$ cat config.mk
export PLATFORM = sky130hd
export DESIGN_NAME = fifo_rr_arbiter
export DESIGN_NICKNAME = d
export VERILOG_FILES = /design/src/rtl/fifo_rr_arbiter_pkg.sv /design/src/rtl/fifo_rr_arbiter_rr_arbiter4.sv /design/src/rtl/fifo_rr_arbiter.sv
export SDC_FILE = /design/constraint.sdc
export NUM_CORES = 1
export LEC_CHECK = 0
export CELL_PAD_IN_SITES_DETAIL_PLACEMENT = 1
export CELL_PAD_IN_SITES_GLOBAL_PLACEMENT = 2
export CORE_MARGIN = 5
export CORE_UTILIZATION = 24
export DETAILED_ROUTE_END_ITERATION = 6
export PLACE_DENSITY_LB_ADDON = 0.1
export SKIP_CTS_REPAIR_TIMING = 1
export SYNTH_ARGS = -nofsm -noshare
export SYNTH_HDL_FRONTEND = slang
export SYNTH_HIERARCHICAL = 1
export SYNTH_SLANG_ARGS = --single-unit
export TNS_END_PERCENT = 100
$ cat constraint.sdc
create_clock -name CLK -period 2.9 [get_ports CLK]
set_input_delay 0.58 -clock CLK [delete_from_list [all_inputs] [get_ports CLK]]
set_output_delay 0.58 -clock CLK [all_outputs]
set_load 0.02 [all_outputs]
$ cat src/rtl/fifo_rr_arbiter_pkg.sv
// Shared definitions for the lane-FIFO round-robin drain: FSM encodings, lane count, default width.
package fifo_rr_arbiter_pkg;

  localparam int NLANE      = 4;
  localparam int DW_DEFAULT = 6;

  localparam logic [1:0] ST_RESET  = 2'd0;
  localparam logic [1:0] ST_INIT   = 2'd1;
  localparam logic [1:0] ST_IDLE   = 2'd2;
  localparam logic [1:0] ST_ACTIVE = 2'd3;

  // Lane index reached by stepping 'step' places past 'ptr'; a step of 4 wraps back onto ptr.
  function automatic logic [1:0] lane_after(input logic [1:0] ptr, input logic [2:0] step);
    return ptr + step[1:0];
  endfunction

endpackage

$ cat src/rtl/fifo_rr_arbiter_rr_arbiter4.sv
// Combinational rotate-priority encoder: the first requesting lane after ptr wins, ptr itself last.
module rr_arbiter4
  import fifo_rr_arbiter_pkg::*;
(
  input  logic [3:0] req,
  input  logic [1:0] ptr,
  output logic [3:0] gnt,
  output logic [1:0] gnt_idx,
  output logic       any
);

  always_comb begin
    gnt_idx = ptr;
    any     = 1'b0;
    for (int i = 1; i <= NLANE; i++) begin
      if (!any && req[lane_after(ptr, 3'(i))]) begin
        any     = 1'b1;
        gnt_idx = lane_after(ptr, 3'(i));
      end
    end
    gnt = any ? (4'b0001 << gnt_idx) : 4'b0000;
  end

endmodule

$ cat src/rtl/fifo_rr_arbiter.sv
// Drains four show-ahead lane FIFOs round-robin into FIFO4, one word per cycle, under a small
// RESET/INIT/IDLE/ACTIVE sequencer.
module fifo_rr_arbiter
  import fifo_rr_arbiter_pkg::*;
#(
  parameter int DW   = DW_DEFAULT,
  parameter int AFTH = 1
) (
  input  logic          CLK,
  input  logic          reset,
  input  logic          empty0,
  input  logic          empty1,
  input  logic          empty2,
  input  logic          empty3,
  input  logic [DW-1:0] data_in0,
  input  logic [DW-1:0] data_in1,
  input  logic [DW-1:0] data_in2,
  input  logic [DW-1:0] data_in3,
  input  logic          almost_full4,
  output logic          pop0,
  output logic          pop1,
  output logic          pop2,
  output logic          pop3,
  output logic          push4,
  output logic [DW-1:0] data_out4,
  output logic          IDLE,
  output logic          active
);

  // The push pipeline is exactly one stage deep, so only one word can be in flight.
  if (AFTH != 1) begin : g_afth_check
    $error("fifo_rr_arbiter supports exactly one word in flight (AFTH=1)");
  end

  logic [1:0]    state;
  logic [1:0]    state_next;
  logic [1:0]    ptr;
  logic [3:0]    req;
  logic [3:0]    gnt;
  logic [1:0]    gnt_idx;
  logic          any;
  logic          pop_en;
  logic          do_pop;
  logic [DW-1:0] sel_data;

  assign req    = ~{empty3, empty2, empty1, empty0};
  assign pop_en = (state == ST_ACTIVE) && !almost_full4;
  assign do_pop = pop_en && any;

  rr_arbiter4 u_arb (
    .req     (req),
    .ptr     (ptr),
    .gnt     (gnt),
    .gnt_idx (gnt_idx),
    .any     (any)
  );

  assign {pop3, pop2, pop1, pop0} = pop_en ? gnt : 4'b0000;

  assign IDLE   = (state == ST_IDLE);
  assign active = (state == ST_ACTIVE);

  always_comb begin
    state_next = state;
    case (state)
      ST_RESET:  state_next = ST_INIT;
      ST_INIT:   state_next = ST_IDLE;
      ST_IDLE:   if (|req) state_next = ST_ACTIVE;
      ST_ACTIVE: if (!(|req) && !do_pop) state_next = ST_IDLE;
      default:   state_next = ST_RESET;
    endcase
  end

  always_comb begin
    sel_data = data_in0;
    case (gnt_idx)
      2'd0:    sel_data = data_in0;
      2'd1:    sel_data = data_in1;
      2'd2:    sel_data = data_in2;
      default: sel_data = data_in3;
    endcase
  end

  // ptr starts at 3 so the first search after reset begins at lane 0.
  always_ff @(posedge CLK or posedge reset) begin
    if (reset) begin
      state <= ST_RESET;
      ptr   <= 2'd3;
    end else begin
      state <= state_next;
      if (do_pop) ptr <= gnt_idx;
    end
  end

  always_ff @(posedge CLK or posedge reset) begin
    if (reset) begin
      push4     <= 1'b0;
      data_out4 <= '0;
    end else begin
      push4 <= do_pop;
      if (do_pop) data_out4 <= sel_data;
    end
  end

endmodule

-- Word-level counts from Yosys, hierarchy flattened
Cells that the tools add are included.
- word-level logic and storage cells: 58
- bits in registers: 11
- output and inout port bits: 13
- bits of input ports: 31
- bitwise operators: 1
- shifts and indexed selects: 1
- order comparisons: 4
- add/sub/neg operators: 3
- equality and inequality tests: 7
- mux-type cells: 22
- reductions and logical operators: 16
- operators by type and width (kind ; count):
    $pmux 6 s3 ; 1
    $lt 2x3->1 const B ; 4
    $mux 2 ; 6
    $bmux 1 s2 ; 4
    $mux 1 ; 8
    $mux 4 ; 2
    $pmux 2 s4 ; 1
    $eq 2x2->1 const B ; 3
    $logic_and 1x1->1 ; 6
    $logic_not 1->1 ; 6
    $add 2x2->2 const B ; 2
    $eq 2x1->1 const B ; 2
    $logic_not 2->1 ; 2
    $ne 2x1->1 const B ; 2
    $not 4->4 ; 1
    $reduce_or 4->1 ; 1
    $shl 1x2->4 const A ; 1
    $add 2x1->2 const B ; 1
    $reduce_and 2->1 ; 1

-- Depth between registers and ports, before layout
Gate-level depths: netlist of the first run.
- depth in word-level cells: 18
- mapped depth: 8
- gate-level depth less buffers: 6

-- Cells and area by module
The synthesis of the first run kept the hierarchy.
- by module, submodules not included (module ; times used ; area an instance (µm²) ; cells each ; seq. area each (µm²)):
    fifo_rr_arbiter ; 1 ; 629.4 ; 45 ; 277.8
    rr_arbiter4 ; 1 ; 205.2 ; 32 ; 0.0

-- Worst setup path before layout of the first run
No wires, ideal clock.
- path kind: input -> register
- from: in empty3
- to: reg data_out4[0]
- arrival: 1.984 ns
- slack: 0.791 ns
- library setup time: 0.125 ns
- cell stages on the path: 8
- path through: inv_1 -> clkbuf_2 -> inv_1 -> o22ai_2 -> a221o_1 -> buf_6 -> mux4_2 -> mux2_2
- cells in the longest elaborated chain, start to end: 15
- elaborated cells between the ends (all ways): 28
- those cells by class: 2 x eq/ne; 17 x mux; 1 x bitwise; 8 x reduce/logical
- ends and longest elaborated chain (element ; RTL line ; text):
    start: declaration ; fifo_rr_arbiter.sv:14 ; input logic empty3,
    $not 4->4 * ; fifo_rr_arbiter.sv:46 ; assign req = ~{empty3, empty2, empty1, empty0};
    $bmux 1 s2 ; fifo_rr_arbiter_rr_arbiter4.sv:16 ; if (!any && req[lane_after(ptr, 3'(i))]) begin
    $mux 1 (not written as such) ; fifo_rr_arbiter_rr_arbiter4.sv:16 ;
    $mux 1 ; fifo_rr_arbiter_rr_arbiter4.sv:16 ;
    $logic_not 1->1 ; fifo_rr_arbiter_rr_arbiter4.sv:16 ;
    $logic_and 1x1->1 ; fifo_rr_arbiter_rr_arbiter4.sv:16 ;
    $mux 1 ; fifo_rr_arbiter_rr_arbiter4.sv:16 ;
    $logic_not 1->1 ; fifo_rr_arbiter_rr_arbiter4.sv:16 ;
    $logic_and 1x1->1 ; fifo_rr_arbiter_rr_arbiter4.sv:16 ;
    $mux 1 ; fifo_rr_arbiter_rr_arbiter4.sv:16 ;
    $logic_not 1->1 ; fifo_rr_arbiter_rr_arbiter4.sv:16 ;
    $logic_and 1x1->1 ; fifo_rr_arbiter_rr_arbiter4.sv:16 ;
    $mux 2 * ; fifo_rr_arbiter_rr_arbiter4.sv:16 ;
    net gnt_idx[0] ; fifo_rr_arbiter.sv:40 ; logic [1:0] gnt_idx;
    $eq 2x2->1 (tied with other cells) ; fifo_rr_arbiter.sv:76 ; case (gnt_idx)
    $pmux 6 s3 * ; fifo_rr_arbiter.sv:76 ;
    end signal: assignment ; fifo_rr_arbiter.sv:101 ; if (do_pop) data_out4 <= sel_data;
    end: declaration ; fifo_rr_arbiter.sv:25 ; output logic [DW-1:0] data_out4,
Mark *: on every way through the listed nets, which the timed path passes. The rest lies on a longest branch. The select of a mux whose other input is x is not followed.
A chain may end at the register's enable or synchronous reset.

-- Worst setup path after layout of the first run
- from: in empty3
- to: reg data_out4[2]
- cells in the longest elaborated chain, start to end: 15
- elaborated cells between the ends (all ways): 28
- those cells by class: 2 x eq/ne; 17 x mux; 1 x bitwise; 8 x reduce/logical
- ends and longest elaborated chain (element ; RTL line ; text):
    $not 4->4 * ; fifo_rr_arbiter.sv:46 ;
    net req[3] ; fifo_rr_arbiter.sv:38 ; logic [3:0] req;
    $bmux 1 s2 ; fifo_rr_arbiter_rr_arbiter4.sv:16 ;
    $mux 1 (not written as such) ; fifo_rr_arbiter_rr_arbiter4.sv:16 ;
    $mux 1 ; fifo_rr_arbiter_rr_arbiter4.sv:16 ;
    $logic_not 1->1 ; fifo_rr_arbiter_rr_arbiter4.sv:16 ;
    $logic_and 1x1->1 ; fifo_rr_arbiter_rr_arbiter4.sv:16 ;
    $mux 1 ; fifo_rr_arbiter_rr_arbiter4.sv:16 ;
    $logic_not 1->1 ; fifo_rr_arbiter_rr_arbiter4.sv:16 ;
    $logic_and 1x1->1 ; fifo_rr_arbiter_rr_arbiter4.sv:16 ;
    $mux 1 ; fifo_rr_arbiter_rr_arbiter4.sv:16 ;
    $logic_not 1->1 ; fifo_rr_arbiter_rr_arbiter4.sv:16 ;
    $logic_and 1x1->1 ; fifo_rr_arbiter_rr_arbiter4.sv:16 ;
    $mux 2 * ; fifo_rr_arbiter_rr_arbiter4.sv:16 ;
    net gnt_idx[1] ; fifo_rr_arbiter.sv:40 ;
    $eq 2x2->1 (tied with other cells) ; fifo_rr_arbiter.sv:76 ;
    $pmux 6 s3 * ; fifo_rr_arbiter.sv:76 ;
Marks and branches as above.

==> reports/metrics.csv, run 1 <==
metric,value,unit
WL final,2470,um
synth top area cells,"dfrtp_1 (27%), mux4_2 (16%), mux2_2 (11%), dfstp_2 (6.3%), and2_1 (4.5%)",
"Seq/Total Area, Yosys",0.333,
CTS buffer count,3,
Ports,44,
status,"complete, no violations",
placed insts,168,
initial antenna violation count,0,
Worst setup EP type,register,
cell taking the most area after synthesis,dfrtp_1,
Worst-Margin Slew,0.639,ns
Power Dens Cells,700,nW/um^2
crit path max-delay cell type,o21ai_1,
largest net degree at the start of global routing,15,
post-synthesis cell type count,32,
crit start category,input port,
most frequent cells in the layout,"clkdlybuf4s50_1 (39), inv_1 (9), dfrtp_1 (9), mux2_2 (8)",
"Slew Viols, Final",0,
Layout Area Growth over Synthesis,64.8,%
Slew headroom,0.571,
final hold violations,0,
Max-cap violations,0,
syn_nets,108,
initial cell density of the core,0.248,
First-pass DRT Iterations,4,
mean cell area of the mapped netlist,10.8,sq um
total power,0.000962,W
DRC Markers,0,
Die Wd,69.0,um
Max Fclk,384,MHz
# port buffers,43,
total number of vias,788,
All-Layer GR Usage,0.108,
Crit Path Category,input port to register,
Worst Skew,0.00129,ns
nets,158,
post-layout util,0.409,
DR vias/cell,4.58,
Synth Cell Area,835,sq um
Final setup viols,0,
final period utilization,0.899,
top-area cell type share of the netlist area,0.270,
P_leak,0.620,nW
RSZ-0062 raised after global routing,no,
gr ovfl total,0,
"commonest non-fill, non-tap cell in the layout",clkdlybuf4s50_1,
Sink Count,11,
"Cell Chain, Critical Path",clkdlybuf4s50_1 -> inv_1 -> nor2_1 -> buf_4 -> o22a_1 -> o21ai_1 -> mux4_2 -> mux2_2,
"EDFF count, synth",0,
hpwl dp,2020,um
DIE HEIGHT,69.0,um
Max clock buf depth,2,
die area,4760,sq um
Min-Delay Path Class,register to register,
gpl congestion,0.745,
peak supply drop,0.000332,V
CTS tree,yes,
routed len/inst,14.4,um
Synth Register Bits,11,
"Top FF cell, synth",dfrtp_1,
# rows,21,
WHS,0.511,ns
Final ANT Viol Nets,0,
Synth async-reset ratio,1.00,
drt first-iter violations,16,
CP arrival,2.76,ns
Crit path required time,3.05,ns
root buf cell,clkbuf_4,
# diodes,0,
Worst path max stage delay,0.51,ns
Synth warnings,6,
first-pass GRT wire length,3800,um
Mapped Cells,77,
post-route cell area,1380,sq um
placed cell area,1340,sq um
fraction of layout cells with a size suffix above 1,0.246,
worst path bufs/invs,3,
core area,3360,sq um
clock latency on the worst-skew pair,0.26,ns
CP Max Fanout,7,
htree depth,1,
CP top delay family,buffers and inverters,
vias in the first global route,815,
"non-filler cells, final",172,
Final min period,2.61,ns
clock-pin slew on the worst setup and hold paths,0.07,ns
R2R setup slack,0.72,ns
synthesized netlist by cell type (2+ instances only):
cell / n
dfrtp_1: 9
inv_1: 9
mux2_2: 8
and2_1: 6
mux4_2: 6
nor2_1: 4
a21oi_1: 3
nor2b_1: 3
buf_6: 2
dfstp_2: 2
nand2_1: 2
o21ai_0: 2
o21bai_1: 2
final timing paths:
path | startpoint | endpoint | cells after the start
min in group asynchronous | reset | data_out4[1]$_DFFE_PP0P_ | 2
hold / removal | data_out4[2]$_DFFE_PP0P_ | data_out4[2]$_DFFE_PP0P_ | 1
hold reg to reg | data_out4[2]$_DFFE_PP0P_ | data_out4[2]$_DFFE_PP0P_ | 1
max in group asynchronous | reset | ptr[0]$_DFFE_PP1P_ | 2
setup reg to reg | ptr[1]$_DFFE_PP1P_ | data_out4[2]$_DFFE_PP0P_ | 6
setup / recovery | empty3 | data_out4[2]$_DFFE_PP0P_ | 8
flip-flops by register name (all words and copies together), names as in the netlist:
name / flops
push4: 1
ptr: 2
data_out4: 6
state: 2
metrics by stage:
stage,worst slack (ns),TNS (ns)
2_1_floorplan,0.791,0
3_3_place_gp,-0.0526,-0.0526
3_5_place_dp,-0.0786,-0.0871
4_1_cts,-0.0913,-0.112
5_1_grt,0.157,0
6_report,0.293,0
area by class of cell:
cell class	instances	area, sq um
Fill cell	409	1990
Multi-Input combinational cell	53	494
Timing Repair Buffer	49	485
Sequential cell	11	278
Tap cell	46	57.6
Inverter	9	33.8
Clock buffer	4	26.3
routing by layer:
metal,vias up,wire (um),GRT usage
li1,379,-,-
met1,381,994,0.132
met2,26,1300,0.180
met3,2,160,0.0421
met4,0,21,0.0219
met5,-,0,0
power by group:
part | internal, W | switching (W)
sequential | 0.000225 | 0.0000632
combinational | 0.000341 | 0.000229
clock | 0.0000532 | 0.0000511
kinds of logic (layout without fill, tap and decap cells):
family | count (synthesis) | count (layout) | share of synthesized area
AOI/OAI and AO/OA | 18 | 18 | 0.157
buffers and inverters | 13 | 62 | 0.0779
DFF | 11 | 11 | 0.333
muxes | 14 | 14 | 0.270
and+or+nand+nor | 21 | 21 | 0.162
worst reg2reg max path: cells and delay by family, from the launching register on:
family	cells	cell delay [ns]
flops	1	0.67
mux	2	0.67
compound gates	2	0.36
simple gates	1	0.19
buf+inv	1	0.17
Power figures use the tool's default switching activity.
==> run 2, diff against run 1 <==
- CORE_MARGIN: 5 -> 2
- SKIP_CTS_REPAIR_TIMING: 1 -> default
- clock period: 2.9 -> 3.2 ns (I/O delays scaled with it)
==> run 2 against run 1 <==
Final cell count fell by 2.9%. Global-route usage grew 0.67 points. First-iteration DRC count decreased by 50%. Flip-flop and latch count unchanged. Count of clock-buffer cells in the layout did not move. Largest power group unchanged. Highest routed layer unchanged. Sequential share of layout area grew 0.72 points. Largest cell class unchanged.
==> reports/metrics.csv, run 2 (synthesized netlist as in run 1, its figures left out) <==
metric,value,unit
# diodes,0,
final hold violations,0,
final period utilization,0.946,
max FFs per register,6,
Die Wd,63.0,um
clock latency on the worst-skew pair,0.26,ns
nets,153,
initial antenna violation count,0,
Max-cap violations,0,
cts repair resizes,0,
initial cell density of the core,0.250,
Worst Setup EP,pop1,
First-pass DRT Iterations,3,
Worst R2R Start,ptr[1]$_DFFE_PP1P_,
WL final,2080,um
DR vias/cell,4.58,
total power,0.000853,W
htree depth,1,
cts-stage hold buffer count,0,
root buf cell,clkbuf_4,
clock share of power,0.104,
largest register by flop count,data_out4,
Sink Count,11,
crit start category,input port,
All-Layer GR Usage,0.115,
"commonest non-fill, non-tap cell in the layout",clkdlybuf4s50_1,
DRC Markers,0,
Worst-Margin Slew,0.466,ns
CP arrival,2.39,ns
Worst Skew,0.00929,ns
Reg2Reg Depth,5,
core area,3340,sq um
largest net degree at the start of global routing,15,
P_leak,0.529,nW
Max clock buf depth,2,
die area,3970,sq um
Flop pwr share,0.305,
fraction of layout cells with a size suffix above 1,0.215,
# port buffers,43,
Layout Area Growth over Synthesis,59.1,%
routed len/inst,12.4,um
switching share of total power,0.355,
Ports,44,
Final min period,3.03,ns
most frequent cells in the layout,"clkdlybuf4s50_1 (43), inv_1 (9), dfrtp_1 (9), mux2_2 (8)",
Comb pwr share,0.591,
R2R setup slack,0.93,ns
status,"complete, no violations",
first-pass GRT wire length,3590,um
setup TNS,0,ns
Slew headroom,0.689,
vias in the first global route,767,
total setup buffers inserted after CTS,0,
CTS buffer count,3,
internal power,0.000550,W
CTS tree,yes,
CP Max Fanout,7,
Max Fclk,330,MHz
total number of vias,765,
switching power total,0.000303,W
worst setup path start,empty0,
Min-Delay Path Class,register to register,
clock-pin slew on the worst setup and hold paths,0.06,ns
Final ANT Viol Nets,0,
post-layout util,0.398,
Worst setup EP type,primary output,
DIE HEIGHT,63.0,um
"Slew Viols, Final",0,
Largest regs,"data_out4 x6, ptr x2, state x2",
Crit Path Category,input port to primary output,
RSZ-0062 raised after global routing,no,
Final setup viols,0,
Crit path required time,2.56,ns
gr ovfl total,0,
peak supply drop,0.000211,V
gpl congestion,0.765,
hpwl dp,1670,um
# rows,21,
drt first-iter violations,8,
Power Dens Cells,642,nW/um^2
FF-to-FF End,data_out4[5]$_DFFE_PP0P_,
run 2: cell types whose count changed in the layout (fill, tap and decap cells not counted):
cell             delta
buf_4               -5
clkdlybuf4s50_1     +4
dlymetal6s2s_1      -4
run 2: final cells by class:
type                            count  area [sq um]
Fill cell                         401          2010
Multi-Input combinational cell     53           494
Timing Repair Buffer               44           438
Sequential cell                    11           278
Tap cell                           46          57.6
Inverter                            9          33.8
Clock buffer                        4          26.3
run 2: metrics by stage:
| step | hold WS [ns] | setup slack [ns] | cell area (sq um) | cells |
|---|---|---|---|---|
| 2_1_floorplan | 0.491 | 1.03 | 835 | 77 |
| 3_3_place_gp | 0.489 | 0.118 | 1300 | 163 |
| 3_5_place_dp | 0.493 | 0.138 | 1300 | 163 |
| 4_1_cts | 0.507 | 0.131 | 1330 | 167 |
| 5_1_grt | 0.520 | 0.0363 | 1330 | 167 |
| 6_report | 0.505 | 0.172 | 1330 | 167 |
run 2: power groups by stage:
stage / logic [W] / registers, W / clock network [W]
floorplan: 0.000319 / 0.000289 / 0
global placement: 0.000507 / 0.000261 / 0
detailed placement: 0.000513 / 0.000264 / 0
CTS: 0.000513 / 0.000262 / 0.0000940
global route: 0.000547 / 0.000274 / 0.000105
finish: 0.000504 / 0.000260 / 0.0000891
run 2: worst min path at each step:
stage                     slack [ns]                        to                      from  cells after the start
after floorplan                 0.49  data_out4[0]$_DFFE_PP0P_                     reset                      1
after global placement          0.49  data_out4[1]$_DFFE_PP0P_  data_out4[1]$_DFFE_PP0P_                      1
after detailed placement        0.49  data_out4[0]$_DFFE_PP0P_  data_out4[0]$_DFFE_PP0P_                      1
after CTS                       0.51  data_out4[4]$_DFFE_PP0P_  data_out4[4]$_DFFE_PP0P_                      1
after global routing            0.52  data_out4[0]$_DFFE_PP0P_  data_out4[0]$_DFFE_PP0P_                      1
final                           0.50  data_out4[4]$_DFFE_PP0P_  data_out4[4]$_DFFE_PP0P_                      1
run 2: critical path, cell delays in order:
cell	delay (ns)
clkdlybuf4s50_1	0.47
inv_1	0.13
o21a_1	0.20
o22ai_1	0.11
and2_1	0.13
and2_1	0.11
clkdlybuf4s50_1	0.60
run 2: per-layer routing:
metal / vias to the layer above / track usage / wire, um
li1: 369 / - / -
met1: 373 / 0.135 / 881
met2: 21 / 0.195 / 1070
met3: 2 / 0.0396 / 114
met4: 0 / 0.0333 / 16
met5: - / 0 / 0
